### config.mk
export PLATFORM = sky130hd
export DESIGN_NAME = branch_resolve_queue
export DESIGN_NICKNAME = d
export VERILOG_FILES = /design/src/rtl/branch_resolve_queue.sv
export SDC_FILE = /design/constraint.sdc
export NUM_CORES = 1
export LEC_CHECK = 0
export CAP_MARGIN = 5
export CORE_ASPECT_RATIO = 0.9
export CORE_MARGIN = 2
export CORE_UTILIZATION = 44
export DETAILED_ROUTE_END_ITERATION = 10
export PLACE_DENSITY = 0.76
export SYNTH_ARGS = -nofsm -noshare
export SYNTH_HDL_FRONTEND = slang
export SYNTH_SLANG_ARGS = --single-unit
export TNS_END_PERCENT = 100
### constraint.sdc
create_clock -name clk -period 3.2 [get_ports clk]
set_input_delay 0.64 -clock clk [delete_from_list [all_inputs] [get_ports clk]]
set_output_delay 0.64 -clock clk [all_outputs]
set_load 0.005 [all_outputs]
### src/rtl/branch_resolve_queue.sv
// ---------------------------------------------------------------------------
// branch_resolve_queue
//
// Purpose:
//    Holds every in-flight conditional-branch prediction as a pair
//    {predicted direction, global-history snapshot}, in issue order. When the
//    oldest branch resolves, its entry is popped. The real direction and the
//    saved history are then sent to the predictor as a one-cycle update pulse.
//    A wrong prediction flushes every younger entry, because those entries
//    were fetched down the wrong path.
//
// Parameters:
//    GHR_WIDTH   width of the stored history snapshot (default 4)
//    DEPTH       number of entries; a power of two, at least 2 (default 4)
//
// Ports:
//    clk                  sole clock, rising edge
//    rst                  asynchronous active-high reset
//    alloc_valid          a prediction was issued this cycle
//    alloc_pred_taken     predicted direction of that branch
//    alloc_ghr            history value used for that prediction
//    alloc_ready          queue is not full (current state only)
//    resolve_valid        oldest branch resolved this cycle
//    resolve_taken        actual direction of the resolving branch
//    upd_enable           registered one-cycle predictor-update pulse
//    upd_taken            actual direction paired with upd_enable
//    upd_ghr              history snapshot paired with upd_enable
//    mispredict           registered one-cycle pulse on a wrong prediction
//    occupancy            number of valid entries
//    resolve_error        sticky: a resolve arrived while the queue was empty
//    stat_resolved        count of popped resolves (saturating)
//    stat_mispredicted    count of mispredicting resolves (saturating)
//
// Configuration macro:
//    BRQ_STATS_EN   when defined, builds the two saturating statistics
//                   counters. When undefined, both stat outputs read 0 and
//                   no counter flops exist.
// ---------------------------------------------------------------------------
module branch_resolve_queue #(
   parameter int GHR_WIDTH = 4,
   parameter int DEPTH     = 4
) (
   input  logic                     clk,
   input  logic                     rst,
   input  logic                     alloc_valid,
   input  logic                     alloc_pred_taken,
   input  logic [GHR_WIDTH-1:0]     alloc_ghr,
   output logic                     alloc_ready,
   input  logic                     resolve_valid,
   input  logic                     resolve_taken,
   output logic                     upd_enable,
   output logic                     upd_taken,
   output logic [GHR_WIDTH-1:0]     upd_ghr,
   output logic                     mispredict,
   output logic [$clog2(DEPTH):0]   occupancy,
   output logic                     resolve_error,
   output logic [15:0]              stat_resolved,
   output logic [15:0]              stat_mispredicted
);

   localparam int PTR_W = $clog2(DEPTH);
   localparam int OCC_W = PTR_W + 1;
   localparam logic [OCC_W-1:0] FULL_COUNT = OCC_W'(DEPTH);

   // Entry storage. It is never reset, because the pointers and the count
   // alone decide which entries are valid.
   logic                 predMem [DEPTH];
   logic [GHR_WIDTH-1:0] ghrMem  [DEPTH];

   logic [PTR_W-1:0]     head_q, head_d;
   logic [PTR_W-1:0]     tail_q, tail_d;
   logic [OCC_W-1:0]     occ_q, occ_d;

   logic                 updEnable_q;
   logic                 updTaken_q;
   logic [GHR_WIDTH-1:0] updGhr_q;
   logic                 mispredict_q;
   logic                 resolveError_q;

   logic                 isEmpty;
   logic                 doPop;
   logic                 doMiss;
   logic                 doAlloc;

   assign isEmpty     = (occ_q == '0);
   assign alloc_ready = (occ_q != FULL_COUNT);

   // Decode this cycle's events. A mispredict overrides any same-cycle
   // allocation, because that branch came from the wrong path. alloc_ready
   // does not look ahead at a pop, so a full queue refuses an alloc even
   // when a correct resolve frees a slot in the same cycle.
   always_comb begin
      doPop   = resolve_valid && !isEmpty;
      doMiss  = doPop && (predMem[head_q] != resolve_taken);
      doAlloc = alloc_valid && alloc_ready && !doMiss;
   end

   // Next-state logic for the pointers and the count. On a flush, both
   // pointers move to the slot after the popped head. Any value would do,
   // provided head and tail end up equal.
   always_comb begin
      head_d = head_q;
      tail_d = tail_q;
      occ_d  = occ_q;
      if (doMiss) begin
         head_d = head_q + PTR_W'(1);
         tail_d = head_q + PTR_W'(1);
         occ_d  = '0;
      end else begin
         if (doPop) begin
            head_d = head_q + PTR_W'(1);
         end
         if (doAlloc) begin
            tail_d = tail_q + PTR_W'(1);
         end
         occ_d = occ_q + OCC_W'(doAlloc) - OCC_W'(doPop);
      end
   end

   // Pointer, count and output-pulse registers. Reset clears them all
   // asynchronously, which also drops any pulse that was about to appear.
   always_ff @(posedge clk or posedge rst) begin
      if (rst) begin
         head_q         <= '0;
         tail_q         <= '0;
         occ_q          <= '0;
         updEnable_q    <= 1'b0;
         updTaken_q     <= 1'b0;
         updGhr_q       <= '0;
         mispredict_q   <= 1'b0;
         resolveError_q <= 1'b0;
      end else begin
         head_q       <= head_d;
         tail_q       <= tail_d;
         occ_q        <= occ_d;
         updEnable_q  <= doPop;
         mispredict_q <= doMiss;
         if (doPop) begin
            updTaken_q <= resolve_taken;
            updGhr_q   <= ghrMem[head_q];
         end
         if (resolve_valid && isEmpty) begin
            resolveError_q <= 1'b1;
         end
      end
   end

   // Write an accepted allocation into the tail slot.
   always_ff @(posedge clk) begin
      if (doAlloc) begin
         predMem[tail_q] <= alloc_pred_taken;
         ghrMem[tail_q]  <= alloc_ghr;
      end
   end

`ifdef BRQ_STATS_EN
   logic [15:0] statResolved_q;
   logic [15:0] statMispredicted_q;

   // Saturating statistics counters. They advance on the same edge that
   // raises upd_enable.
   always_ff @(posedge clk or posedge rst) begin
      if (rst) begin
         statResolved_q     <= '0;
         statMispredicted_q <= '0;
      end else begin
         if (doPop && (statResolved_q != 16'hFFFF)) begin
            statResolved_q <= statResolved_q + 16'd1;
         end
         if (doMiss && (statMispredicted_q != 16'hFFFF)) begin
            statMispredicted_q <= statMispredicted_q + 16'd1;
         end
      end
   end

   assign stat_resolved     = statResolved_q;
   assign stat_mispredicted = statMispredicted_q;
`else
   assign stat_resolved     = 16'h0000;
   assign stat_mispredicted = 16'h0000;
`endif

   assign upd_enable    = updEnable_q;
   assign upd_taken     = updTaken_q;
   assign upd_ghr       = updGhr_q;
   assign mispredict    = mispredict_q;
   assign occupancy     = occ_q;
   assign resolve_error = resolveError_q;

endmodule
==> out/qor.yml, run 1 <==
ys_ff_latch: 35
synth_top_family_by_area: "buffers and inverters"
fin_crit_sh: 0.8525
power_mw: 1.675
start_util: 0.4612
clock_skew_ns: 0.004273
yosysSeqAreaShare: 0.5632
synth-simple-area-share: 0.05632
portBuffers: 21
cts_hold_buf: 0
r2r_setup_slack_ns: 0.48
rsz0062_at_grt: "no"
final-max-slew-violation-count: 0
drt_iter0_drc: 40
n_fill_cell: 315
diodes: 0
fin_area_um2: 1988
detailroute.via_count: 903
combPwrFrac: 0.411
cts_inserted_buffers: 5
synth_area_leaders: "edfxtp_1 35%, dfrtp_1 22%, buf_4 14%"
status: "completed"
cts.clk_slew.worst_paths_ns: 0.06
post-route-util: 0.5291
critical_path.cell_chain: "clkdlybuf4s50_1, or2b_2, nor2_1, or2_1, ha_1, inv_1, ha_1, inv_1, fa_1, xor2_1, xnor2_1, nor2_1"
syn_area_um2: 1733
async_reset_ff_frac: 0.4286
pwr-share-seq: 0.419
maxCapViolCount: 0
synth_common_cells: "32 x buf_4, 20 x edfxtp_1, 15 x dfrtp_1"
finalHoldViolCount: 0
grt_pass1_vias: 878
startpoint: "resolve_valid"
p_clk_frac: 0.170
dp_slack_ns: 0.1955
grt_pass1_wl_mm: 4.222
crit_buf_inv: 3
fin_setup_tns_ns: 0
internal_power_mw: 1.166
cp-start-kind: "input pin"
crit_required_ns: 3.37
gp_congestion: 0.7721
cellLeakagePower_nw: 0.8444
hold_class: "flip-flop to flip-flop"
worst-path-max-fanout: 4
crit_arrival_ns: 2.90
synthMuxAreaShare: 0.1170
core_area_um2: 3757
synth_edf_count: 20
vdd_drop_max_mv: 0.2873
rr_worst_depth: 12
area_delta_synth_final_pct: 14.73
clockBufferDepth: 2
antenna_found_initial: 0
cts_tree: "done"
clkLatencyLatePin_ns: 0.28
setup_violations: 0
switching_share: 0.3040
endpoint_kind: "flip-flop"
worstSetupPathType: "input pin to flip-flop"
cts_max_level: 2
grt_start_max_net_pins: 16
viasPerCell: 4.538
drc: 0
fin_nets: 170
grt-ovfl-total: 0
cellPowerDensity_nw_per_um2: 842.5
holdPathStages: 1
max_freq_mhz: 366.6
holdCritStartpoint: "resolve_error"
dpl_cell_area_um2: 1911
fp.dieW_um: 70.15
cts-root-buf: "clkbuf_8"
synth_most_common_cell: "buf_4"
stdcell_count: 199
synth_ff_type: "edfxtp_1"
die_h_um: 63.54
wirelength_mm: 2.628
power.switching_mw: 0.5093
wl_per_cell_um: 13.21
slowest_delay_ns: 0.48
cp_top_family: "adder cells"
reg2reg_from: "head_q[0]"
drive_above_1_share: 0.1438
hold_end: "resolve_error"
whs_ns: 0.4579
die-area_um2: 4457
synthAdderAreaFrac: 0.05487
cts-resized-gates: 0
cts_sinks: 35
yosys_warnings: 0
synthCells: 121
yosysTopAreaCell: "edfxtp_1"
rows: 21
grt_use_total: 0.1300
antenna_left: 0
synth_top_area_frac: 0.3466
placed_cells: 192
cp_slowest_cell: "clkdlybuf4s50_1"
tightest_slew_ns: 0.5936
cts_setup_buffers: 0
r2r_end: "occupancy[2]"
crit_cells: 12
avgSynthCellArea_um2: 14.32
synthXorXnorAreaFrac: 0.03538
synth_cell_type_count: 25
finalCriticalPeriod_ns: 2.728
drtPass1Iterations: 4
relSlewSlack: 0.6039
postLayoutSetupSlackWorst_ns: 0.4720
num_io_pins: 54
dp_hpwl_mm: 1.973
synth_compound_area_frac: 0.004332
[how the worst max path moves through the flow]
stage                   end  slack, ns
2_1_floorplan  occupancy[2]       0.40
3_3_place_gp   occupancy[2]       0.22
3_5_place_dp   occupancy[2]       0.20
4_1_cts        occupancy[2]       0.47
5_1_grt        occupancy[2]       0.30
6_report       occupancy[2]       0.47
[worst reg2reg max path, delay by kind of cell (launching register included)]
kind / cells / cell delay [ns]
flip-flops: 1 / 0.40
multiplexers: 1 / 0.52
buffers and inverters: 2 / 0.10
XOR/XNOR: 3 / 0.48
AND/OR/NAND/NOR: 3 / 0.34
adder cells (fa/ha/maj): 3 / 0.77
[sequential cells by signal, indices dropped and copies added, names as in the netlist]
| register | count |
|---|---|
| ghrMem | 16 |
| predMem | 4 |
| upd_ghr | 4 |
| occupancy | 3 |
| head_q | 2 |
| tail_q | 2 |
| mispredict | 1 |
| resolve_error | 1 |
| upd_enable | 1 |
| upd_taken | 1 |
[kinds of logic (layout without fill, tap and decap cells)]
kind of cell,Yosys count,after routing
AO/OA/AOI/OAI,1,1
XOR/XNOR,7,7
adder cells (fa/ha/maj),7,7
buffers and inverters,41,42
flip-flops,35,35
multiplexers,12,12
other,1,32
AND/OR/NAND/NOR,17,17
[power by group through the flow]
stage / logic [mW] / registers [mW] / clock network (mW)
2_1_floorplan: 0.463 / 0.695 / 0
3_3_place_gp: 0.671 / 0.702 / 0
3_5_place_dp: 0.695 / 0.712 / 0
4_1_cts: 0.699 / 0.704 / 0.297
5_1_grt: 0.764 / 0.716 / 0.320
6_report: 0.689 / 0.701 / 0.285
[cell usage in the layout, fill, tap and decap left out, drive strengths merged]
master / Yosys / layout
and2b: 1 / 1
xor2: 1 / 1
dfrtp: 15 / 15
mux2: 4 / 4
mux4: 5 / 5
xnor2: 6 / 6
conb: 1 / 32
mux2i: 3 / 3
nand2: 5 / 5
ha: 6 / 6
a21o: 1 / 1
buf: 34 / 8
nor3: 1 / 1
or2: 1 / 1
nor2: 3 / 3
edfxtp: 20 / 20
clkinv: 1 / 3
fa: 1 / 1
or3b: 1 / 1
nor3b: 4 / 4
or2b: 1 / 1
clkbuf: 1 / 5
clkdlybuf4s50: 0 / 21
inv: 5 / 5
[per-layer routing]
layer	routed length, um	track usage	share of wire
met1	1113	0.1583	0.42
met2	1277	0.2107	0.49
met3	212	0.05760	0.081
met4	24	0.03606	0.0091
met5	0	0	0
[cell type report]
| type | instances | area, um2 | area share |
|---|---|---|---|
| tap | 46 | 57.56 | 0.02895 |
| sequential | 35 | 975.9 | 0.4909 |
| multi-input combinational | 76 | 584.3 | 0.2939 |
| inverter | 6 | 22.52 | 0.01133 |
| timing repair buffer | 29 | 270.3 | 0.1359 |
| clock inverter | 2 | 8.758 | 0.004405 |
| clock buffer | 5 | 68.82 | 0.03461 |
Note: power is estimated with default switching activity, not from simulation.
==> inputs of run 2 (changes only) <==
- GPL_ROUTABILITY_DRIVEN: not set -> 0
- SLEW_MARGIN: not set -> 20
==> results of run 2 <==
Same layout as run 1: the final DEF is identical, and so are final timing and power.
==> inputs of run 3 (changes only) <==
- HOLD_SLACK_MARGIN: not set -> 0.15
==> results of run 3 <==
Same layout as run 1: the final DEF is identical, and so are final timing and power.
